--- src/rtl/sc_spi_arb.sv ---
// rtl/sc_spi_arb.sv - two-port round-robin arbiter and frame sequencer for the SPI engine
module sc_spi_arb #(
  parameter int GAP   = 2,
  parameter int BSYTO = 4
) (
  input  logic        SPICLK,
  input  logic        SYSRSTB,
  input  logic        REQ0,
  input  logic [3:0]  REQ0_NFRM,
  input  logic [8:0]  REQ0_DWIDTH,
  input  logic        REQ0_BORDER,
  input  logic [31:0] REQ0_TXDATA,
  input  logic        REQ1,
  input  logic [3:0]  REQ1_NFRM,
  input  logic [8:0]  REQ1_DWIDTH,
  input  logic        REQ1_BORDER,
  input  logic [31:0] REQ1_TXDATA,
  output logic        GNT0,
  output logic        GNT1,
  output logic        DONE0,
  output logic        DONE1,
  output logic        ERR0,
  output logic        ERR1,
  output logic [3:0]  FRMIDX,
  output logic [3:0]  TXDPT_O,
  output logic        RXVALID0,
  output logic        RXVALID1,
  output logic [31:0] RXDATA_O,
  output logic [3:0]  RXDPT_O,
  output logic        SPISTART,
  input  logic        SPIBUSY,
  output logic        CSEXTEND,
  output logic [8:0]  DWIDTH,
  output logic        BORDER,
  output logic [31:0] TXDATA,
  input  logic [3:0]  TXDPT,
  input  logic [31:0] RXDATA,
  input  logic        RXVALID,
  input  logic [3:0]  RXDPT
);

  typedef enum logic [2:0] {
    S_IDLE,
    S_START,
    S_WBSY,
    S_WDONE,
    S_GAPW
  } state_t;

  // Last cycle index of the gap wait and of the busy-rise window (window counts the SPISTART cycle)
  localparam logic [3:0] GAP_LAST = 4'(GAP - 1);
  localparam logic [3:0] BSY_LAST = 4'(BSYTO - 1);

  state_t     state;
  logic       prio;   // 0: REQ0 wins a tie, 1: REQ1 wins a tie
  logic [3:0] nfrm;
  logic [3:0] cnt;
  logic       pick1;

  // Arbitration decision: REQ1 wins when it is alone or holds the priority
  always_comb begin
    pick1 = REQ1 & (~REQ0 | prio);
  end

  // Transaction sequencer with registered grant, strobe and frame outputs
  always_ff @(posedge SPICLK) begin
    if (!SYSRSTB) begin
      state    <= S_IDLE;
      prio     <= 1'b0;
      nfrm     <= 4'd0;
      cnt      <= 4'd0;
      GNT0     <= 1'b0;
      GNT1     <= 1'b0;
      DONE0    <= 1'b0;
      DONE1    <= 1'b0;
      ERR0     <= 1'b0;
      ERR1     <= 1'b0;
      FRMIDX   <= 4'd0;
      SPISTART <= 1'b0;
      CSEXTEND <= 1'b0;
    end else begin
      DONE0    <= 1'b0;
      DONE1    <= 1'b0;
      ERR0     <= 1'b0;
      ERR1     <= 1'b0;
      SPISTART <= 1'b0;
      case (state)
        S_IDLE: begin
          if (REQ0 | REQ1) begin
            GNT0     <= ~pick1;
            GNT1     <= pick1;
            nfrm     <= pick1 ? REQ1_NFRM : REQ0_NFRM;
            prio     <= ~pick1;
            CSEXTEND <= 1'b1;
            FRMIDX   <= 4'd0;
            SPISTART <= 1'b1;
            state    <= S_START;
          end
        end
        S_START: begin
          cnt   <= 4'd1;
          state <= S_WBSY;
        end
        S_WBSY: begin
          if (SPIBUSY) begin
            state <= S_WDONE;
          end else if (cnt >= BSY_LAST) begin
            // Engine never went busy: abort, report on the granted port
            DONE0 <= GNT0;
            DONE1 <= GNT1;
            ERR0  <= GNT0;
            ERR1  <= GNT1;
            cnt   <= 4'd0;
            state <= S_GAPW;
          end else begin
            cnt <= cnt + 4'd1;
          end
        end
        S_WDONE: begin
          if (!SPIBUSY) begin
            if (FRMIDX < nfrm) begin
              FRMIDX   <= FRMIDX + 4'd1;
              SPISTART <= 1'b1;
              state    <= S_START;
            end else begin
              DONE0 <= GNT0;
              DONE1 <= GNT1;
              cnt   <= 4'd0;
              state <= S_GAPW;
            end
          end
        end
        S_GAPW: begin
          // First GAPW cycle is the DONE cycle; grant and CS hold drop after it
          GNT0     <= 1'b0;
          GNT1     <= 1'b0;
          CSEXTEND <= 1'b0;
          FRMIDX   <= 4'd0;
          if (cnt >= GAP_LAST) begin
            state <= S_IDLE;
          end else begin
            cnt <= cnt + 4'd1;
          end
        end
        default: state <= S_IDLE;
      endcase
    end
  end

  // Attribute mux on the granted port, zero when nothing is granted
  always_comb begin
    DWIDTH = 9'd0;
    BORDER = 1'b0;
    TXDATA = 32'd0;
    if (GNT0) begin
      DWIDTH = REQ0_DWIDTH;
      BORDER = REQ0_BORDER;
      TXDATA = REQ0_TXDATA;
    end else if (GNT1) begin
      DWIDTH = REQ1_DWIDTH;
      BORDER = REQ1_BORDER;
      TXDATA = REQ1_TXDATA;
    end
  end

  // Engine pointers and RX data are shared; only RX valid is steered by grant
  always_comb begin
    TXDPT_O  = TXDPT;
    RXDATA_O = RXDATA;
    RXDPT_O  = RXDPT;
    RXVALID0 = RXVALID & GNT0;
    RXVALID1 = RXVALID & GNT1;
  end

endmodule

--- config.mk ---
export PLATFORM = sky130hd
export DESIGN_NAME = sc_spi_arb
export DESIGN_NICKNAME = d
export VERILOG_FILES = /design/src/rtl/sc_spi_arb.sv
export SDC_FILE = /design/constraint.sdc
export NUM_CORES = 1
export LEC_CHECK = 0
export ABC_AREA = 1
export CORE_AREA = 2 2 90 92
export DETAILED_ROUTE_END_ITERATION = 10
export DIE_AREA = 0 0 92 94
export GPL_TIMING_DRIVEN = 1
export PLACE_DENSITY = 0.82
export SYNTH_ARGS = -nofsm -noshare
export SYNTH_HDL_FRONTEND = slang
export SYNTH_SLANG_ARGS = --single-unit
--- constraint.sdc ---
create_clock -name SPICLK -period 4.4 [get_ports SPICLK]
set_input_delay 1.32 -clock SPICLK [delete_from_list [all_inputs] [get_ports SPICLK]]
set_output_delay 1.32 -clock SPICLK [all_outputs]
set_load 0.03 [all_outputs]
==> impl_results.md, run 1 <==
* Via/cell ratio at 4.648
* Total number of vias at 2668
* Post-DP HPWL at 5795 um
* Post-synthesis compound-gate area fraction at 9.168%
* Cell mode on critical path: clkdlybuf4s50_1
* Initial antenna violation count at 0
* Worst hold path endpoint: prio
* Reg-to-reg critical path startpoint: FRMIDX[3]
* Synth Area in XOR/XNOR at 0.3962%
* Area contributors post-synth: dfxtp_1, nand2_1, buf_4
* Initial Util at 29.06%
* Hold Path Depth at 2
* Cell variety after synth at 29
* Worst path top cell family by delay: buffers and inverters
* Largest family of logic cells by synthesized area: simple AND/OR/NAND/NOR gates
* DRT Wirelength at 7282 um
* Largest net degree at the start of global routing at 47
* Area Growth Syn to Fin at 61.18%
* CP peak stage delay at 0.67 ns
* Most frequent cell after synthesis: nand2_1
* TritonCTS Buffers at 3
* Number of synthesized register bits at 24
* Critical Path Start Type: input pin
* Setup bufs post-CTS at 0
* CTS Hold Bufs at 0
* Unrepaired setup endpoints after global routing: false
* Hold Path Class: flop to flop
* Synth Area in Adders at 3.962%
* Io pins at 234
* Post-cts resize count at 0
* # DRC at 0
* Antenna cells at 0
* DIE AREA at 8648 um^2
* Worst Reg-to-Reg Cells at 7
* Max-slew violations at 0
* Initial DRC Count at 154
* Die height at 94 um
* CP bufs+invs at 2
* Hold_sp: prio
* Nets@finish at 618
* Mapped Cells at 368
* Fin crit share at 91.54%
* Outcome: finished, final reports clean
* Post-route minimum period at 4.028 ns
* Mux contribution to synthesized area at 0%
* Synth Area in Simple Gates at 42.84%
* CTS tree: done
* CP Cell Sequence: clkdlybuf4s50_1 -> nand3_1 -> nand2_1 -> clkdlybuf4s50_1
* Top cell type's share of synthesized area at 21.73%
* Root Buffer Master: clkbuf_8
* Fmax at 248.3 MHz
* CP Class: input pin to output pin
* Row Count at 32
* Required time worst endpoint at 3.08 ns
* Final Hold Fails at 0
* R2R setup slack at 2.74 ns
* ANT nets after route at 0
* Worst-Skew Late Latency at 0.27 ns
* Slew headroom at 22.79%
* Sequential share of the synthesized area at 21.73%
* Area of the core at 7607 um^2
* Top cell type by total area after synthesis: dfxtp_1
* Count of port buffers added during placement at 153
* Setup Viol. Count Final at 0
* Largest vdd supply drop at 0.0002527 V
* CP arrival at 2.71 ns
* Grt ovf at 0
* Synth top cells by count: nand2_1, nand3_1, buf_4
* Slew @ Worst Pin at 1.151 ns
* TritonRoute pass-1 iters at 4
* Number of flops mapped to enable cells by yosys at 0
* Crit path max fanout at 1
* Die Span X at 92 um
* Syn nets at 513
* Share of cells above drive strength 1 at 6.568%
* Reg-to-reg endpoint: FRMIDX[1]
* First-pass GRT wire length at 11400 um
* Pwr Density at 543.7 nW/um^2
* Main synth FF type: dfxtp_1
* Final core utilization at 46.84%
* Slowest-stage cell, CP: clkdlybuf4s50_1
* CTS sink cnt at 24
* Mean Syn Cell Area at 6.008 um^2
* Ys Warns at 0
* Gr usage total at 15.70%
* Setup TNS at 0 ns
* Worst Setup End Kind: output pin
* Area of the mapped netlist at 2211 um^2
* RD Place Congestion at 0.9094
* H-tree levels at 1
* Asr flop ratio synth at 0%
* Clk buf depth at 2
* Total leakage power at 1.606 nW
* Final Skew at 0.002082 ns
* Vias in the first global route at 2582
* Routed wire per std cell at 12.69 um
* Clock slew at reported path FFs at 0.09 ns
* Maxcap violations at 0
registers in the layout, indices dropped and copies added, names as in the netlist:
register and flops:
GNT1 1, GNT0 1, prio 1, SPISTART 1
cnt 4, CSEXTEND 1, DONE0 1, state 3
nfrm 4, ERR1 1, DONE1 1, FRMIDX 4
ERR0 1
worst max-delay path by stage:
| stage | startpoint | depth (start not counted) | to |
|---|---|---|---|
| floorplan | REQ1_BORDER | 2 | BORDER |
| global placement | REQ1_TXDATA[7] | 4 | TXDATA[7] |
| detailed placement | REQ1_TXDATA[7] | 4 | TXDATA[7] |
| CTS | REQ1_TXDATA[7] | 4 | TXDATA[7] |
| global route | GNT0 | 4 | TXDATA[7] |
| finish | REQ1_TXDATA[7] | 4 | TXDATA[7] |
kinds of logic after synthesis:
family                     count (synthesis)
DFF                                       24
adders and majority gates                  7
and+or+nand+nor                          213
AOI/OAI and AO/OA                         37
xor gates and xnor gates                   1
buffers and inverters                     86
metal layers:
metal  part of all wire, %  wire length [um]  GRT usage, %  vias to the layer above
li1                      -                 -             -                     1340
met1                    41              2977         18.32                     1189
met2                    50              3624         28.43                      128
met3                   7.8               569         3.371                       11
met4                   1.5               110         5.348                        0
met5                     0                 0             0                        -
layout by cell type (no fill, tap or decap), types with 2 or more instances in the layout:
cell / instances
nor3_1: 4
dfxtp_1: 24
inv_1: 24
nand4_1: 5
clkdlybuf4s50_1: 148
nand2_1: 124
clkbuf_8: 4
a21oi_1: 26
ha_1: 7
buf_4: 8
o21ai_1: 2
nand2_4: 2
inv_2: 5
o21ai_0: 6
nor2_2: 3
nor2_1: 13
nand3_1: 54
nand2_2: 4
through the flow:
step                hold slack [ns]  total power, mW  setup slack, ns  instances  instance area (um^2)
CTS                          0.4741            1.946           0.3643        574                  3563
global route                 0.5085            2.079           0.1906        574                  3563
detailed placement           0.4623            1.792           0.3684        570                  3508
finish                       0.4761            1.937           0.3723        574                  3563
floorplan                    0.4302            1.309            1.466        368                  2211
global placement             0.4527            1.769           0.3718        570                  3508
cell type report:
type,instances,area (um^2)
Clock buffer,4,55.05
Timing Repair Buffer,156,1541
Tap cell,102,127.6
Multi-Input combinational cell,258,1246
Inverter,30,112.6
Sequential cell,24,480.5
Fill cell,758,4044
worst min-delay path, stage by stage (launching register included):
cell     delay, ns
dfxtp_1       0.31
nand2_1       0.07
a21oi_1       0.06
power breakdown:
part | internal [mW] | switching [mW]
logic | 0.557 | 0.897
registers | 0.277 | 0.0549
clock network | 0.0799 | 0.0720
total | 0.914 | 1.02
Note: power is estimated with default switching activity, not from simulation.
==> run 2: changes to the inputs <==
--- a/config.mk
+++ b/config.mk
@@ -6,9 +6,9 @@
 export NUM_CORES = 1
 export LEC_CHECK = 0
 export ABC_AREA = 1
-export CORE_AREA = 2 2 90 92
+export CORE_MARGIN = 2
+export CORE_UTILIZATION = 29
 export DETAILED_ROUTE_END_ITERATION = 10
-export DIE_AREA = 0 0 92 94
 export GPL_TIMING_DRIVEN = 1
 export PLACE_DENSITY = 0.82
 export SYNTH_ARGS = -nofsm -noshare
==> constraint.sdc (replaced) <==
create_clock -name SPICLK -period 4.3 [get_ports SPICLK]
set_input_delay 1.29 -clock SPICLK [delete_from_list [all_inputs] [get_ports SPICLK]]
set_output_delay 1.29 -clock SPICLK [all_outputs]
set_load 0.03 [all_outputs]
==> run 2 against run 1 <==
Effect of this change: count of clock-buffer cells in the layout stayed put; first-iteration DRC count shrank 13%; sequential cell count stayed put; via count increased by 0.49%; final cell count shrank 0.52%; clock power barely moved.
==> impl_results.md, run 2 (synthesis gave the netlist of run 1 again) <==
* Area Growth Syn to Fin at 60.67%
* First-pass GRT wire length at 11970 um (+5.0%)
* Critical Path Start Type: input pin
* Post-DP HPWL at 5898 um (+1.8%)
* Total Power at 1.975 mW (+1.9%)
* Setup TNS at 0 ns (unchanged)
* CTS tree: done
* Area of the multi-input gates at 1246 um^2 (unchanged)
* Top flop regs: FRMIDX (4), cnt (4), nfrm (4)
* # DRC at 0 (unchanged)
* Io pins at 234 (unchanged)
* Seq. cell area at 480.5 um^2 (unchanged)
* Gr usage total at 17.03% (+1.3 points)
* Setup bufs post-CTS at 0 (unchanged)
* Antenna cells at 0 (unchanged)
* Die Span X at 91.32 um (-0.74%)
* Worst-Skew Late Latency at 0.26 ns (about the same)
* Most frequent cells in the layout: clkdlybuf4s50_1, nand2_1, nand3_1, a21oi_1
* Clock slew at reported path FFs at 0.08 ns (about the same)
* Largest net degree at the start of global routing at 47 (unchanged)
* Vias in the first global route at 2634 (+2.0%)
* Post-route minimum period at 3.973 ns
* Fmax at 251.7 MHz
* Nets@finish at 618 (unchanged)
* Grt ovf at 0 (unchanged)
* Maxcap violations at 0 (unchanged)
* DRT Wirelength at 7274 um (-0.11%)
* Slew headroom at 24.36% (+1.6 points)
* Pwr Density at 556.0 nW/um^2 (+2.3%)
* Worst Reg-to-Reg Cells at 6 (-1)
* TritonCTS Buffers at 3 (unchanged)
* # fillers at 691 (-8.8%)
* Final Hold Fails at 0 (unchanged)
* Total leakage power at 1.612 nW (+0.31%)
* CTS sink cnt at 24 (unchanged)
* Reg-to-reg endpoint: FRMIDX[2]
* Area of the core at 7331 um^2 (-3.6%)
* Die height at 91.32 um (-2.9%)
* TritonRoute pass-1 iters at 4 (unchanged)
* Via/cell ratio at 4.695 (+1.0%)
* Setup Viol. Count Final at 0 (unchanged)
* Final Skew at 0.002331 ns (+0.0002486 ns)
* Worst hold path endpoint: cnt[3]
* RD Place Congestion at 0.9142 (+0.53%)
* Post-Layout Cell Count at 571 (-0.52%)
* Clk buf depth at 2 (unchanged)
* Required time worst endpoint at 3.01 ns (-0.07 ns)
* Hold_sp: cnt[3]
* CP Class: input pin to output pin
* Count of port buffers added during placement at 153 (unchanged)
* Unrepaired setup endpoints after global routing: false
* Slew @ Worst Pin at 1.128 ns (-0.02334 ns)
* DP Cell Count at 567 (-0.53%)
* Initial DRC Count at 134 (-13%)
* Initial Util at 30.16% (+1.1 points)
* Crit path max fanout at 1 (unchanged)
* Max-slew violations at 0 (unchanged)
* Reg-to-reg critical path startpoint: FRMIDX[3]
* Hold Path Class: flop to flop
* CTS Hold Bufs at 0 (unchanged)
* CP arrival at 2.68 ns (-0.03 ns)
* Largest vdd supply drop at 0.0002610 V (+3.3%)
* R2R setup slack at 2.62 ns (-0.12 ns)
* Row Count at 31 (-3.1%)
* DIE AREA at 8338 um^2 (-3.6%)
* ANT nets after route at 0 (unchanged)
* Routed wire per std cell at 12.74 um (+0.41%)
* Most common cell after layout, fill and taps aside: clkdlybuf4s50_1
* Initial antenna violation count at 0 (unchanged)
* Hold Path Depth at 2 (unchanged)
* Share of cells above drive strength 1 at 7.203% (+0.64 points)
* Post-cts resize count at 0 (unchanged)
* Root Buffer Master: clkbuf_8
* H-tree levels at 1 (unchanged)
* Total number of vias at 2681 (+0.49%)
* Worst Setup End Kind: output pin
* Outcome: finished, final reports clean
* Fin crit share at 92.41%
[run 2: changes by cell type in the layout (fill, tap and decap cells not counted)]
cell and change:
buf_4 +3, clkdlybuf4s50_1 -3
[run 2: how the worst max path moves through the flow]
stage	from	endpoint	slack [ns]	cells after the start
floorplan	REQ1_BORDER	BORDER	1.43	2
global placement	REQ1_TXDATA[8]	TXDATA[8]	0.33	4
detailed placement	REQ1_TXDATA[8]	TXDATA[8]	0.32	4
CTS	REQ1_TXDATA[8]	TXDATA[8]	0.32	4
global route	GNT0	TXDATA[8]	0.12	4
finish	REQ1_TXDATA[8]	TXDATA[8]	0.33	4
[run 2: where the power goes]
| part | internal, mW | switching [mW] | total [mW] |
|---|---|---|---|
| Combinational | 0.565 | 0.917 | 1.48 |
| Clock | 0.0817 | 0.0707 | 0.152 |
| Sequential | 0.283 | 0.0569 | 0.340 |
| Total | 0.930 | 1.04 | 1.97 |
[run 2: critical path: stages]
cell	delay, ns
clkdlybuf4s50_1	0.48
nand3_1	0.13
nand2_1	0.11
clkdlybuf4s50_1	0.68
[run 2: layer usage]
metal	track usage, %	up-vias	wire, um
met5	0	-	0
met4	4.545	0	99
met3	3.485	10	602
met2	29.32	134	3501
met1	21.57	1193	3071
li1	-	1344	-
[run 2: final cells by class]
class	count	share of cell area, %
clock buffers	4	1.550
inverters	30	3.170
multi-input cells	258	35.08
flip-flops and latches	24	13.53
well taps	99	3.487
repair buffers	156	43.18
[run 2: stage by stage]
stage | area (um^2) | setup slack, ns | utilization [%] | hold slack (ns)
after CTS | 3552 | 0.3150 | 48.46 | 0.4639
final | 3552 | 0.3265 | 48.46 | 0.4619
after global routing | 3552 | 0.1202 | 48.46 | 0.4930
after global placement | 3497 | 0.3263 | 47.70 | 0.4519
after floorplan | 2211 | 1.426 | - | 0.4302
after detailed placement | 3497 | 0.3235 | 47.70 | 0.4483
